===== config.mk =====
export PLATFORM = sky130hd
export DESIGN_NAME = serial_frame_rx
export DESIGN_NICKNAME = d
export VERILOG_FILES = /design/src/rtl/serial_frame_rx_pkg.sv /design/src/rtl/serial_frame_rx_out_buf.sv /design/src/rtl/serial_frame_rx.sv
export SDC_FILE = /design/constraint.sdc
export NUM_CORES = 1
export LEC_CHECK = 0
export CAP_MARGIN = 20
export CORE_MARGIN = 5
export CORE_UTILIZATION = 30
export DETAILED_ROUTE_END_ITERATION = 8
export PLACE_DENSITY = 0.5
export SKIP_CTS_REPAIR_TIMING = 1
export SYNTH_ARGS = -nofsm -noshare
export SYNTH_HDL_FRONTEND = slang
export SYNTH_HIERARCHICAL = 1
export SYNTH_SLANG_ARGS = --single-unit

===== constraint.sdc =====
create_clock -name clk -period 2.17 [get_ports clk]
set_clock_uncertainty 0.2 [all_clocks]
set_input_delay 0.3255 -clock clk [delete_from_list [all_inputs] [get_ports clk]]
set_output_delay 0.3255 -clock clk [all_outputs]
set_load 0.02 [all_outputs]

===== src/rtl/serial_frame_rx_pkg.sv =====
// serial_frame_rx_pkg: shared state encoding and line-level bit constants
package serial_frame_rx_pkg;
    typedef enum logic [1:0] {ST_IDLE, ST_DATA, ST_PARITY, ST_STOP} state_t;
    localparam logic START_BIT = 1'b0;
    localparam logic STOP_BIT  = 1'b1;
endpackage


===== src/rtl/serial_frame_rx_out_buf.sv =====
// rx_out_buf: one-entry valid/ready holding register; a load into a full, unaccepted buffer is dropped
module rx_out_buf #(
    parameter int N = 8
) (
    input  logic         clk,
    input  logic         reset,
    input  logic         load,
    input  logic [N-1:0] load_data,
    input  logic         dout_ready,
    output logic [N-1:0] dout,
    output logic         dout_valid,
    output logic         full_drop
);
    logic [N-1:0] data_q, data_d;
    logic         valid_q, valid_d, drop_q, drop_d, free, take;
    always_comb begin
        free    = !valid_q || dout_ready;
        take    = load && free;
        valid_d = take || (valid_q && !dout_ready);
        data_d  = take ? load_data : data_q;
        drop_d  = load && !free;
    end
    always_ff @(posedge clk) begin
        if (reset) begin
            data_q  <= '0;
            valid_q <= 1'b0;
            drop_q  <= 1'b0;
        end else begin
            data_q  <= data_d;
            valid_q <= valid_d;
            drop_q  <= drop_d;
        end
    end
    assign dout       = data_q;
    assign dout_valid = valid_q;
    assign full_drop  = drop_q;
endmodule


===== src/rtl/serial_frame_rx.sv =====
// serial_frame_rx: start/data/parity/stop frame receiver assembling LSB-first N-bit words
module serial_frame_rx
    import serial_frame_rx_pkg::*;
#(
    parameter int N          = 8,
    parameter bit PARITY_EN  = 1'b1,
    parameter bit PARITY_ODD = 1'b0
) (
    input  logic         clk,
    input  logic         reset,
    input  logic         sin,
    input  logic         sin_valid,
    output logic [N-1:0] dout,
    output logic         dout_valid,
    input  logic         dout_ready,
    output logic         parity_err,
    output logic         frame_err,
    output logic         overrun,
    output logic         busy
);
    localparam int CW = $clog2(N + 1);
    state_t         state_q, state_d;
    logic [CW-1:0]  cnt_q, cnt_d;
    logic [N-1:0]   sh_q, sh_d;
    logic           par_q, par_d, mis_q, mis_d;
    logic           perr_q, perr_d, ferr_q, ferr_d, busy_q, busy_d;
    logic           load;
    always_comb begin
        state_d = state_q;
        cnt_d   = cnt_q;
        sh_d    = sh_q;
        par_d   = par_q;
        mis_d   = mis_q;
        perr_d  = 1'b0;
        ferr_d  = 1'b0;
        load    = 1'b0;
        if (sin_valid) begin
            case (state_q)
                ST_IDLE: if (sin == START_BIT) begin
                    state_d = ST_DATA;
                    cnt_d   = '0;
                    sh_d    = '0;
                    par_d   = PARITY_ODD;
                    mis_d   = 1'b0;
                end
                ST_DATA: begin
                    sh_d    = {sin, sh_q[N-1:1]};
                    par_d   = par_q ^ sin;
                    cnt_d   = cnt_q + CW'(1);
                    state_d = (cnt_q == CW'(N - 1)) ? (PARITY_EN ? ST_PARITY : ST_STOP) : ST_DATA;
                end
                ST_PARITY: begin
                    mis_d   = par_q ^ sin;
                    state_d = ST_STOP;
                end
                default: begin
                    ferr_d  = sin != STOP_BIT;
                    perr_d  = mis_q;
                    load    = (sin == STOP_BIT) && !mis_q;
                    state_d = ST_IDLE;
                end
            endcase
        end
        busy_d = state_d != ST_IDLE;
    end
    always_ff @(posedge clk) begin
        if (reset) begin
            state_q <= ST_IDLE;
            cnt_q   <= '0;
            sh_q    <= '0;
            par_q   <= 1'b0;
            mis_q   <= 1'b0;
            perr_q  <= 1'b0;
            ferr_q  <= 1'b0;
            busy_q  <= 1'b0;
        end else begin
            state_q <= state_d;
            cnt_q   <= cnt_d;
            sh_q    <= sh_d;
            par_q   <= par_d;
            mis_q   <= mis_d;
            perr_q  <= perr_d;
            ferr_q  <= ferr_d;
            busy_q  <= busy_d;
        end
    end
    rx_out_buf #(.N(N)) u_buf (
        .clk        (clk),
        .reset      (reset),
        .load       (load),
        .load_data  (sh_q),
        .dout_ready (dout_ready),
        .dout       (dout),
        .dout_valid (dout_valid),
        .full_drop  (overrun)
    );
    assign parity_err = perr_q;
    assign frame_err  = ferr_q;
    assign busy       = busy_q;
endmodule


; Word-level counts from Yosys, hierarchy flattened
; Index checks and enable logic that the tools add are counted.
[classes]
n_reduce_logical = 18
bitwise_logic = 3
eq_ne = 4
mux = 13
n_addsub = 1
[op_table]
columns = op, count
row1 = 8-bit one-hot mux with 2 select lines, 1
row2 = 8-bit two-way mux, 1
row3 = 4-bit one-hot mux with 2 select lines, 1
row4 = 2-bit two-way mux, 3
row5 = 2-bit one-hot mux with 3 select lines, 1
row6 = 3-bit AND reduction, 2
row7 = 2-bit nonzero test, 3
row8 = 5-bit OR reduction, 1
row9 = 4-bit by 1-bit adder with 4-bit output (second input constant), 1
row10 = 4-bit by 3-bit == test with 1-bit output (second input constant), 1
row11 = 1-bit logical AND, 4
row12 = 1-bit logical NOT, 4
row13 = 4-bit two-way mux, 1
row14 = 1-bit one-hot mux with 2 select lines, 2
row15 = 1-bit two-way mux, 3
row16 = 3-bit OR reduction, 1
row17 = 2-bit by 1-bit == test with 1-bit output (second input constant), 1
row18 = 2-bit == test (second input constant), 1
row19 = 2-bit logical NOT, 1
row20 = 1-bit logical OR, 2
row21 = 2-bit inequality test (second input constant), 1
row22 = 1-bit inverter, 2
row23 = 1-bit XOR, 1
[totals]
ff_bits = 29
in_bits = 5
wordCells = 50

; Longest topological paths before layout
[depth]
word_depth = 6
depth_mapped = 8
mapped_depth_nobuf = 6

; Cells and area by module
; The synthesis kept the hierarchy.
[modules_own_cells]
columns = mod, instances, area_each_um2, cells_each
row1 = serial_frame_rx, 1, 923.4, 111
row2 = rx_out_buf, 1, 436.7, 41

; Least setup slack after synthesis
; No wires, ideal clock.
[synth_path]
kind = register to register
startpoint = register state_q[0]
endpoint = register cnt_q[0]
stages_incl_launch_ff = 9
arrival_time_ns = 1.381
path_slack_ns = 0.474
period_less_slack_ns = 1.696
setup_ns = 0.114
path_buffers = 2
path_cell_list = dfxtp_1 > inv_1 > ha_1 > buf_4 > o21a_4 > nand2_1 > buf_2 > xor2_1 > nor2_1
[synth_between]
elab_chain_cells = 3
word_cells_on_any_way = 6
classes_between = eq/ne (2) / mux (1) / reduce/logical (3)
[synth_rtl]
columns = element, line
row1 = "start, declared", serial_frame_rx.sv:22  ; state_t state_q, state_d;
row2 = "start signal, assigned", serial_frame_rx.sv:77  ; state_q <= state_d;
row3 = 2-bit by 1-bit == test with 1-bit output or 2-bit logical NOT (tied branches), serial_frame_rx.sv:38  ; case (state_q)
row4 = 2-bit nonzero test (no line) or 2-bit inequality test (tied branches), n/a
row5 = 3-bit AND reduction (no line), n/a
row6 = "end signal, assigned", serial_frame_rx.sv:78  ; cnt_q <= cnt_d;
row7 = "end, declared", serial_frame_rx.sv:23  ; logic [CW-1:0] cnt_q, cnt_d;
; Parallel ways exist; a longest one is shown, timed or not.
; A chain may end at the register's enable or synchronous reset.

; Final worst setup path
[layout_path]
startpoint = register state_q[0]
endpoint = register par_q
[layout_between]
elab_chain_cells = 3
word_cells_on_any_way = 6
classes_between = eq/ne (2) / mux (1) / reduce/logical (3)
[layout_rtl]
columns = element, line
row1 = 2-bit by 1-bit == test with 1-bit output or 2-bit logical NOT (tied branches), serial_frame_rx.sv:38
row2 = 2-bit nonzero test (no line) or 2-bit inequality test (tied branches), n/a
row3 = 3-bit AND reduction (no line), n/a
row4 = "end signal, assigned", serial_frame_rx.sv:80  ; par_q <= par_d;
row5 = "end, declared", serial_frame_rx.sv:25  ; logic par_q, par_d, mis_q, mis_d;
; Parallel ways exist; a longest one is shown, timed or not.

==> flow_summary.yaml <==
run_status:
  status: "complete, no violations"
floorplan:
  coreArea_sq_um: 4380
  initial_core_util: 0.310
  rows: 24
  io_pins: 18
  die_w_um: 77.3
  die_y_um: 77.3
  die_area_sq_um: 5980
critical_path:
  cp-end-kind: "flip-flop"
  ff2ff_path_depth: 6
  cpMaxStageDelayCell: "ha_1"
  cp.required_ns: 2.19
  regToRegSetupSlack_ns: 0.28
  start_kind: "flip-flop"
  cp_max_fo: 10
  rr_startpoint: "state_q[0]"
  path_class: "flip-flop to flip-flop"
  r2r-end: "par_q"
  worst-path-buf-inv: 1
  crit_chain: "inv_1, ha_1, o21a_4, nand2_1, or4_1, a21oi_1"
  critical_path.top_delay_family: "simple AND/OR/NAND/NOR gates"
  worstPathArrival_ns: 1.91
  cpPeakStageDelay_ns: 0.40
detailed_routing:
  drc: 0
  viasPerCell: 4.80
  wirelength_um: 2690
  drtIter0Drc: 83
  vias: 1080
  drtPass1Iterations: 4
  wire_per_inst_um: 12.0
  route.antenna.remaining_nets: 0
logic_synthesis:
  synth_enable_flop_cells: 0
  synth_most_common_cell: "dfxtp_1"
  ys_types: 35
  netlist_top_cells_count: "dfxtp_1, nand2b_1, nand2_1"
  syn_nets: 162
  synth_cells: 152
  synth_top_area_frac: 0.427
  netlist_area_sq_um: 1360
  seq_area_frac_synth: 0.427
  ys_async_sr_fraction: 0
  synth_flop_cell: "dfxtp_1"
  synth_top_cells_by_area: "dfxtp_1, nand2b_1, mux2i_1, ha_1, nand2_1"
  syn_avg_cell_area_sq_um: 8.95
  synth_warnings: 6
  synth_top_area_cell: "dfxtp_1"
  synth-seq-cells: 29
timing:
  fin_crit_ns: 1.89
  worst_slew_pin_slew_ns: 0.377
  max_freq_ghz: 0.529
  max-slew-margin-rel: 0.748
  rsz0062_at_grt: "false"
  tns_ns: 0
  hold_viol: 0
  setup_violations: 0
  slew_violations: 0
  min_period_over_period: 0.872
global_route:
  overflow: 0
  antenna_found_initial: 0
  grt_pass1_vias: 1001
  grt_usage: 0.0957
  met3_usage: 0.0405
  use_met1: 0.120
  met2_usage: 0.141
  grt_pass1_wl_um: 4670
  grt_max_degree: 35
  busiest_layer: "met2"
finish:
  area_growth_pct: 26.9
  final_cell_area_sq_um: 1730
  layout-drive-gt1-share: 0.0983
  n_antenna_cell: 0
  n_fill_cell: 435
  num-nets-final: 182
  multi_input_area_sq_um: 697
  seqCellArea_sq_um: 581
place:
  port_buffers: 17
  dp_hpwl_um: 1900
  gp_congestion: 0.738
  placed_area_sq_um: 1610
pwr:
  seqPwrFrac: 0.446
  swShare: 0.215
  clkPwrFrac: 0.475
  p_switching_w: 0.000261
  peakVddDrop_v: 0.000327
  power_frac_comb: 0.079
  pwr_density_cell_nw_per_um2: 704
  internal-power_w: 0.000953
  leakagePower_nw: 0.619
run:
  drv_cap: 0
hold_path:
  hold_depth: 2
  hp-start: "mis_q"
  hold_class: "flip-flop to flip-flop"
  hold_end: "parity_err"
clocking:
  cts_buffers: 5
  root_buffer: "clkbuf_8"
  htree_levels: 2
  cts.path.max_buffers: 2
  cts_sinks: 29
  clk_pin_slew_ns: 0.06
  clkLatencyLatePin_ns: 0.28
  tritoncts: "yes"
## layout by cell type (no fill, tap or decap), types with 2 or more instances in the layout
master,netlist,final
buf_12,0,2
a21o_1,3,3
inv_1,6,6
ha_1,5,5
nand3_1,2,2
nor4_1,2,2
buf_4,2,4
clkbuf_8,0,6
mux2i_1,8,8
clkdlybuf4s50_1,0,17
dfxtp_1,29,29
nand2b_1,21,21
o21ai_0,3,3
xor2_1,3,3
nand4_1,8,8
nor2_1,9,9
a21oi_1,11,11
nand2_1,16,16
## per-stage QoR
stage | hold WS (ns) | total power [W] | std cells | util | setup WS, ns
after floorplan | 0.195 | 0.000616 | 152 | - | 0.474
after global placement | 0.245 | 0.000649 | 217 | 0.367 | 0.128
after detailed placement | 0.250 | 0.000649 | 217 | 0.367 | 0.0709
after CTS | 0.258 | 0.00123 | 225 | 0.394 | 0.290
after global routing | 0.291 | 0.00126 | 225 | 0.394 | 0.158
final | 0.258 | 0.00121 | 225 | 0.394 | 0.279
## layer usage
metal  wire [um]  share of wire
met5           0              0
met4          37          0.014
met3         125          0.046
met2        1220           0.45
met1        1310           0.49
## state kept, by name (all words and copies together), names as in the netlist
register          flops
par_q                 1
state_q               2
u_buf/dout_valid      1
mis_q                 1
busy                  1
parity_err            1
cnt_q                 4
frame_err             1
u_buf/full_drop       1
sh_q                  8
u_buf/dout            8
## kinds of logic after synthesis
family / share of synthesized area
DFF: 0.427
and+or+nand+nor: 0.258
xor gates and xnor gates: 0.0193
AOI/OAI and AO/OA: 0.131
buffers and inverters: 0.0607
adders and majority gates: 0.0460
muxes: 0.0589
## worst register-to-register path, stage by stage (launching register included)
cell	delay [ns]
dfxtp_1	0.34
inv_1	0.12
ha_1	0.40
o21a_4	0.19
nand2_1	0.06
or4_1	0.39
a21oi_1	0.12
## power groups by stage
stage,logic [W],clock network (W),registers (W)
5_1_grt,0.000105,0.000616,0.000542
4_1_cts,0.0000958,0.000592,0.000542
3_3_place_gp,0.0000954,0,0.000553
3_5_place_dp,0.0000952,0,0.000554
6_report,0.0000957,0.000577,0.000542
2_1_floorplan,0.0000614,0,0.000555
## worst max-delay path by stage
stage	to	slack (ns)	cells after the start	startpoint
after CTS	par_q	0.29	6	state_q[0]
after global placement	u_buf/dout[2]	0.13	5	sin_valid
after global routing	par_q	0.16	6	state_q[0]
after detailed placement	u_buf/dout[3]	0.07	5	sin_valid
final	par_q	0.28	6	state_q[0]
after floorplan	cnt_q[0]	0.47	8	state_q[0]
## layout make-up
class / count / share of cell area
Multi-Input combinational cell: 106 / 0.404
Sequential cell: 29 / 0.336
Timing Repair Buffer: 23 / 0.139
Clock buffer: 7 / 0.0500
Tap cell: 52 / 0.0377
Clock inverter: 1 / 0.0174
Inverter: 7 / 0.0152
Note: power is estimated with default switching activity, not from simulation.
